## config.mk

```make
export PLATFORM = sky130hd
export DESIGN_NAME = stack_file
export DESIGN_NICKNAME = d
export VERILOG_FILES = /design/src/rtl/stack_cpu_pkg.sv /design/src/rtl/stack_ptr_ctl.sv /design/src/rtl/stack_file.sv
export SDC_FILE = /design/constraint.sdc
export NUM_CORES = 1
export LEC_CHECK = 0
export CORE_MARGIN = 2
export CORE_UTILIZATION = 50
export CTS_BUF_LIST = sky130_fd_sc_hd__clkbuf_4 sky130_fd_sc_hd__clkbuf_8
export DETAILED_ROUTE_END_ITERATION = 6
export DONT_BUFFER_PORTS = 1
export PLACE_DENSITY = 0.68
export SYNTH_ARGS = -nofsm -noshare
export SYNTH_HDL_FRONTEND = slang
export SYNTH_SLANG_ARGS = --single-unit
```

## constraint.sdc

```tcl
create_clock -name clk -period 6.1 [get_ports clk]
set_clock_uncertainty 0.15 [all_clocks]
set_input_delay 1.22 -clock clk [delete_from_list [all_inputs] [get_ports clk]]
set_output_delay 1.22 -clock clk [all_outputs]
set_load 0.01 [all_outputs]
```

## src/rtl/stack_cpu_pkg.sv

```systemverilog
// Shared definitions for the stack CPU: data width, default stack size,
// control-unit opcodes and the pop-count helper used by the stack pointer.
package stack_cpu_pkg;

  localparam int DBITS         = 32;
  localparam int DEFAULT_DEPTH = 16;
  localparam int DEFAULT_PBITS = 4;

  // Opcodes as decoded by the control unit
  localparam logic [5:0] OP_ADD     = 6'b000000;
  localparam logic [5:0] OP_PUSH    = 6'b100000;
  localparam logic [5:0] OP_POP     = 6'b101000;
  localparam logic [5:0] OP_PUSH_PC = 6'b110000;
  localparam logic [5:0] OP_POP_PC  = 6'b111000;

  // read_reg2 alone counts as a single pop, same as read_reg1 alone
  function automatic logic [1:0] pop_count(input logic rd1, input logic rd2);
    logic [1:0] n;
    if (rd1 && rd2) begin
      n = 2'd2;
    end else if (rd1 || rd2) begin
      n = 2'd1;
    end else begin
      n = 2'd0;
    end
    return n;
  endfunction

endpackage

```

## src/rtl/stack_ptr_ctl.sv

```systemverilog
// Stack pointer arithmetic: range checks and next depth for one edge.
// Purely combinational; the owner of the storage registers the results.
module stack_ptr_ctl
  import stack_cpu_pkg::*;
#(
  parameter int DEPTH = 16,
  parameter int PBITS = 4
) (
  input  logic [PBITS:0]   count_i,
  input  logic             read_reg1_i,
  input  logic             read_reg2_i,
  input  logic             write_reg_i,
  output logic [PBITS:0]   next_count_o,
  output logic [PBITS-1:0] wr_idx_o,
  output logic             accept_o,
  output logic             ovf_evt_o,
  output logic             unf_evt_o
);

  localparam int CW = PBITS + 1;
  localparam logic [CW-1:0] DEPTH_C = CW'(DEPTH);

  logic [CW-1:0] pops_s;
  logic [CW-1:0] push_s;
  logic [CW-1:0] after_pop_s;
  logic [CW-1:0] after_push_s;

  // Pop-then-push arithmetic in full count width; truncate only for the index
  always_comb begin
    pops_s       = {{(CW-2){1'b0}}, pop_count(read_reg1_i, read_reg2_i)};
    push_s       = {{(CW-1){1'b0}}, write_reg_i};
    after_pop_s  = count_i - pops_s;
    after_push_s = after_pop_s + push_s;
    unf_evt_o    = (pops_s > count_i);
    ovf_evt_o    = !unf_evt_o && (after_push_s > DEPTH_C);
    accept_o     = !unf_evt_o && !ovf_evt_o;
    if (accept_o) begin
      next_count_o = after_push_s;
    end else begin
      next_count_o = count_i;
    end
    // The push lands in the slot just above whatever survives the pops
    wr_idx_o = after_pop_s[PBITS-1:0];
  end

endmodule

```

## src/rtl/stack_file.sv

```systemverilog
// Operand stack for the single-cycle stack CPU. Top two entries are read
// combinationally; pops and an optional push are applied on each edge.
module stack_file #(
  parameter int DBITS = stack_cpu_pkg::DBITS,
  parameter int DEPTH = stack_cpu_pkg::DEFAULT_DEPTH,
  parameter int PBITS = stack_cpu_pkg::DEFAULT_PBITS
) (
  input  logic             clk,
  input  logic             rst_n,
  input  logic             read_reg1,
  input  logic             read_reg2,
  input  logic             write_reg,
  input  logic [DBITS-1:0] wdata,
  input  logic             clr_err,
  output logic [DBITS-1:0] rdata1,
  output logic [DBITS-1:0] rdata2,
  output logic [PBITS:0]   count,
  output logic             empty,
  output logic             full,
  output logic             overflow,
  output logic             underflow
);

  localparam int CW = PBITS + 1;
  localparam logic [CW-1:0] DEPTH_C = CW'(DEPTH);
  localparam logic [CW-1:0] ONE_C   = CW'(1);
  localparam logic [CW-1:0] TWO_C   = CW'(2);

  logic [DBITS-1:0] mem_q [DEPTH];
  logic [CW-1:0]    count_q;
  logic             ovf_q;
  logic             unf_q;
  logic             ovf_d;
  logic             unf_d;

  logic [CW-1:0]    next_count_s;
  logic [PBITS-1:0] wr_idx_s;
  logic             accept_s;
  logic             ovf_evt_s;
  logic             unf_evt_s;
  logic [CW-1:0]    idx1_s;
  logic [CW-1:0]    idx2_s;

  stack_ptr_ctl #(
    .DEPTH(DEPTH),
    .PBITS(PBITS)
  ) u_ptr (
    .count_i      (count_q),
    .read_reg1_i  (read_reg1),
    .read_reg2_i  (read_reg2),
    .write_reg_i  (write_reg),
    .next_count_o (next_count_s),
    .wr_idx_o     (wr_idx_s),
    .accept_o     (accept_s),
    .ovf_evt_o    (ovf_evt_s),
    .unf_evt_o    (unf_evt_s)
  );

  // Sticky error flags: a new error beats a coincident clear
  always_comb begin
    if (ovf_evt_s) begin
      ovf_d = 1'b1;
    end else if (clr_err) begin
      ovf_d = 1'b0;
    end else begin
      ovf_d = ovf_q;
    end
    if (unf_evt_s) begin
      unf_d = 1'b1;
    end else if (clr_err) begin
      unf_d = 1'b0;
    end else begin
      unf_d = unf_q;
    end
  end

  // Depth and error state; reset discards every entry in one cycle
  always_ff @(posedge clk) begin
    if (!rst_n) begin
      count_q <= '0;
      ovf_q   <= 1'b0;
      unf_q   <= 1'b0;
    end else begin
      count_q <= next_count_s;
      ovf_q   <= ovf_d;
      unf_q   <= unf_d;
    end
  end

  // Storage is never cleared; only an accepted push writes it
  always_ff @(posedge clk) begin
    if (rst_n && accept_s && write_reg) begin
      mem_q[wr_idx_s] <= wdata;
    end
  end

  // Zero-latency read of the top two entries, zero when not present
  always_comb begin
    idx1_s = count_q - ONE_C;
    idx2_s = count_q - TWO_C;
    if (count_q >= ONE_C) begin
      rdata1 = mem_q[idx1_s[PBITS-1:0]];
    end else begin
      rdata1 = '0;
    end
    if (count_q >= TWO_C) begin
      rdata2 = mem_q[idx2_s[PBITS-1:0]];
    end else begin
      rdata2 = '0;
    end
  end

  assign count     = count_q;
  assign empty     = (count_q == '0);
  assign full      = (count_q == DEPTH_C);
  assign overflow  = ovf_q;
  assign underflow = unf_q;

endmodule

```

==> impl_metrics.yaml <==
synthesis:
  syn_avg_cell_area_um2: 20.66
  synth_edf_count: 512
  syn_nets: 1235
  netlist_instances: 1186
  synth_seq_area_share_pct: 63.33
  ys_types: 45
  synth_area_um2: 24500
  async_flop_share_pct: 0
  ys_seq_elements: 519
  ys_warn_count: 0
  synthFlopType: "edfxtp_1"
setup_path:
  r2r_setup_slack_ns: 1.55
  end_kind: "output pin"
  cp_max_fo: 15
  cp-start-kind: "register"
  worstPathRequired_ns: 4.73
  r2r_cells: 11
  r2r-end: "mem_q[12][8]"
  arrival_ns: 3.85
  reg2reg_from: "count[0]"
  critPathKind: "register to output pin"
route:
  via_per_inst: 6.682
  num_vias: 12735
  route.detailed.drc: 0
  wire_per_inst_um: 31.11
  wl_mm: 59.29
  drtIter0Drc: 1251
  postRouteAntennaNets: 0
  drt_pass1_iterations: 5
global_route:
  grt_pass1_wl_mm: 88.29
  grt_pass1_vias: 13285
  grt.overflow.total: 0
  met3_usage_pct: 5.150
  grt_max_degree: 132
  use_met2_pct: 39.28
  busiest_layer: "met2"
  antenna_found_initial: 1
  grtUsageMet1_pct: 32.79
  grt_usage_pct: 24.16
floorplan:
  rows: 81
  coreArea_um2: 48650
  die_h_um: 225.3
  initial_utilization_pct: 50.36
  fp.dieW_um: 225.3
  io_pins: 111
  die-area_um2: 50780
timing:
  hold_viol: 0
  fin_crit_ns: 5.218
  period_share_pct: 85.53
  timing.setup.tns_ns: 0
  relSlewSlack_pct: 28.32
  worst_pin_slew_ns: 1.075
  slew_viol_final: 0
  timing.fmax_mhz: 191.7
  finalSetupViolations: 0
  rsz0062_at_grt: "no"
  holdWs_ns: 0.3932
hold_path:
  worstHoldPathType: "register to register"
  hold_path_end: "overflow"
  min_path_cells: 2
  hold_start: "overflow"
pwr:
  finalPower_w: 0.01512
  p_seq_share_pct: 27.6
  ir_worst_vdd_mv: 0.4208
  power_density_nw_per_um2: 558.5
  p_sw_w: 0.006058
  p_comb_share_pct: 52.7
  p_sw_share_pct: 40.08
  p_int_w: 0.009058
  leakage_nw: 8.147
  pwr-share-clk_pct: 19.7
placed_design:
  dp.cells: 1756
  portBuffers: 0
  gp_congestion: 0.8299
  place_hpwl_mm: 35.09
clocking:
  clockBufferDepth: 3
  cts.repair.resized: 0
  cts_root_buffer: "clkbuf_8"
  cts_tree: "done"
  ctsHoldBuffers: 0
  htreeDepth: 3
  cts.sinks: 519
  post-cts-setup-buffers: 0
  clk_latency_ns: 0.66
  clk_pin_slew_ns: 0.05
  cts_buffers: 84
final_layout:
  final-seq-area_um2: 15520
  nFillCells: 3613
  nNetsFinal: 1269
  multi_input_area_um2: 8667
  stdcell_count: 1906
  drive_above_1_share_pct: 38.35
  syn2layout_area_growth_pct: 10.48
flow_run:
  maxCapViolCount: 0
status:
  status: "finished, final reports clean"
## power groups by stage
stage / combinational [W] / sequential [W] / clock, W
floorplan: 0.00580 / 0.00418 / 0
global placement: 0.00798 / 0.00424 / 0
detailed placement: 0.00801 / 0.00424 / 0
CTS: 0.00805 / 0.00417 / 0.00305
global route: 0.00845 / 0.00418 / 0.00320
finish: 0.00796 / 0.00417 / 0.00298
## placed cells by master (no fill, tap or decap), drive strengths merged, types with 2 or more instances in the layout
cell type and n:
a211oi 64, o211ai 4, o21ai 6, nand4 3, dfxtp 7, inv 14, xor2 3, mux2i 32
buf 39, clkbuf 109, ha 10, nor2 23, and3 4, bufinv 4, a21oi 8, nand2b 2
o32ai 3, nand2 16, nor3 5, mux4 288, nand3 7, edfxtp 512, clkinvlp 3, or3 2
clkinv 30, nor2b 66, xnor2 6
## sequential cells by signal, indices dropped and copies added, names as in the netlist
register / count
mem_q: 512
overflow: 1
underflow: 1
count: 5
## per-stage QoR
step / utilization, % / cell area (um2) / setup slack [ns]
2_1_floorplan: - / 24500 / 0.3731
3_3_place_gp: 52.24 / 25410 / 0.8463
3_5_place_dp: 52.24 / 25410 / 0.7992
4_1_cts: 55.63 / 27060 / 0.8053
5_1_grt: 55.63 / 27060 / 0.7360
6_report: 55.63 / 27060 / 0.8824
## worst max-delay path: stages, from the launching register on
cell and delay, ns:
dfxtp_1 0.87, inv_2 0.25, ha_1 0.35, xor2_4 0.45
buf_4 0.43, mux4_2 0.60, nor2b_1 0.22
## how the worst max path moves through the flow
stage	slack (ns)	from	depth (start not counted)	to
after global placement	0.85	read_reg1	11	mem_q[12][9]
after global routing	0.74	count[2]	6	rdata2[15]
final	0.88	count[2]	6	rdata2[15]
after detailed placement	0.80	read_reg1	11	mem_q[12][7]
after floorplan	0.37	read_reg1	11	mem_q[8][0]
after CTS	0.81	count[2]	6	rdata2[20]
## synth_stat cells (4+ instances only)
cell	n	area, um2
edfxtp_1	512	15370
xnor2_1	5	43.79
and3_1	4	25.02
buf_1	7	26.28
buf_4	14	105.1
nor2_1	23	86.33
o21ai_1	4	20.02
mux4_2	288	6486
nor2b_1	66	412.9
nand3_1	7	35.03
clkbuf_1	43	161.4
buf_2	18	90.09
o211ai_1	4	30.03
nand2_1	16	60.06
a21oi_1	8	40.04
ha_1	10	125.1
inv_1	9	33.78
a211oi_1	64	480.5
mux2i_1	32	320.3
buf_6	8	90.09
nor3_1	5	25.02
dfxtp_1	7	140.1
## metal layers
metal  up-vias  part of all wire [%]
li1       5235                     -
met1      6864                    40
met2       537                    50
met3        99                   7.3
met4         0                   2.7
met5         -                     0
## cell families after synthesis
group                    after synthesis  synth area share, %
adder cells (fa/ha/maj)               11               0.5925
AND/OR/NAND/NOR                      133                2.998
AO/OA/AOI/OAI                         92                2.809
multiplexers                         320                27.78
buffers and inverters                102                2.130
XOR/XNOR                               9               0.3524
flip-flops                           519                63.33
## area by class of cell
type	count	share of cell area, %
clock buffers	109	4.965
repair buffers	39	1.498
clock inverters	40	1.119
inverters	11	0.1526
multi-input cells	565	32.02
flip-flops and latches	519	57.36
well taps	622	2.876
diodes	1	0.009246
Note: power is estimated with default switching activity, not from simulation.
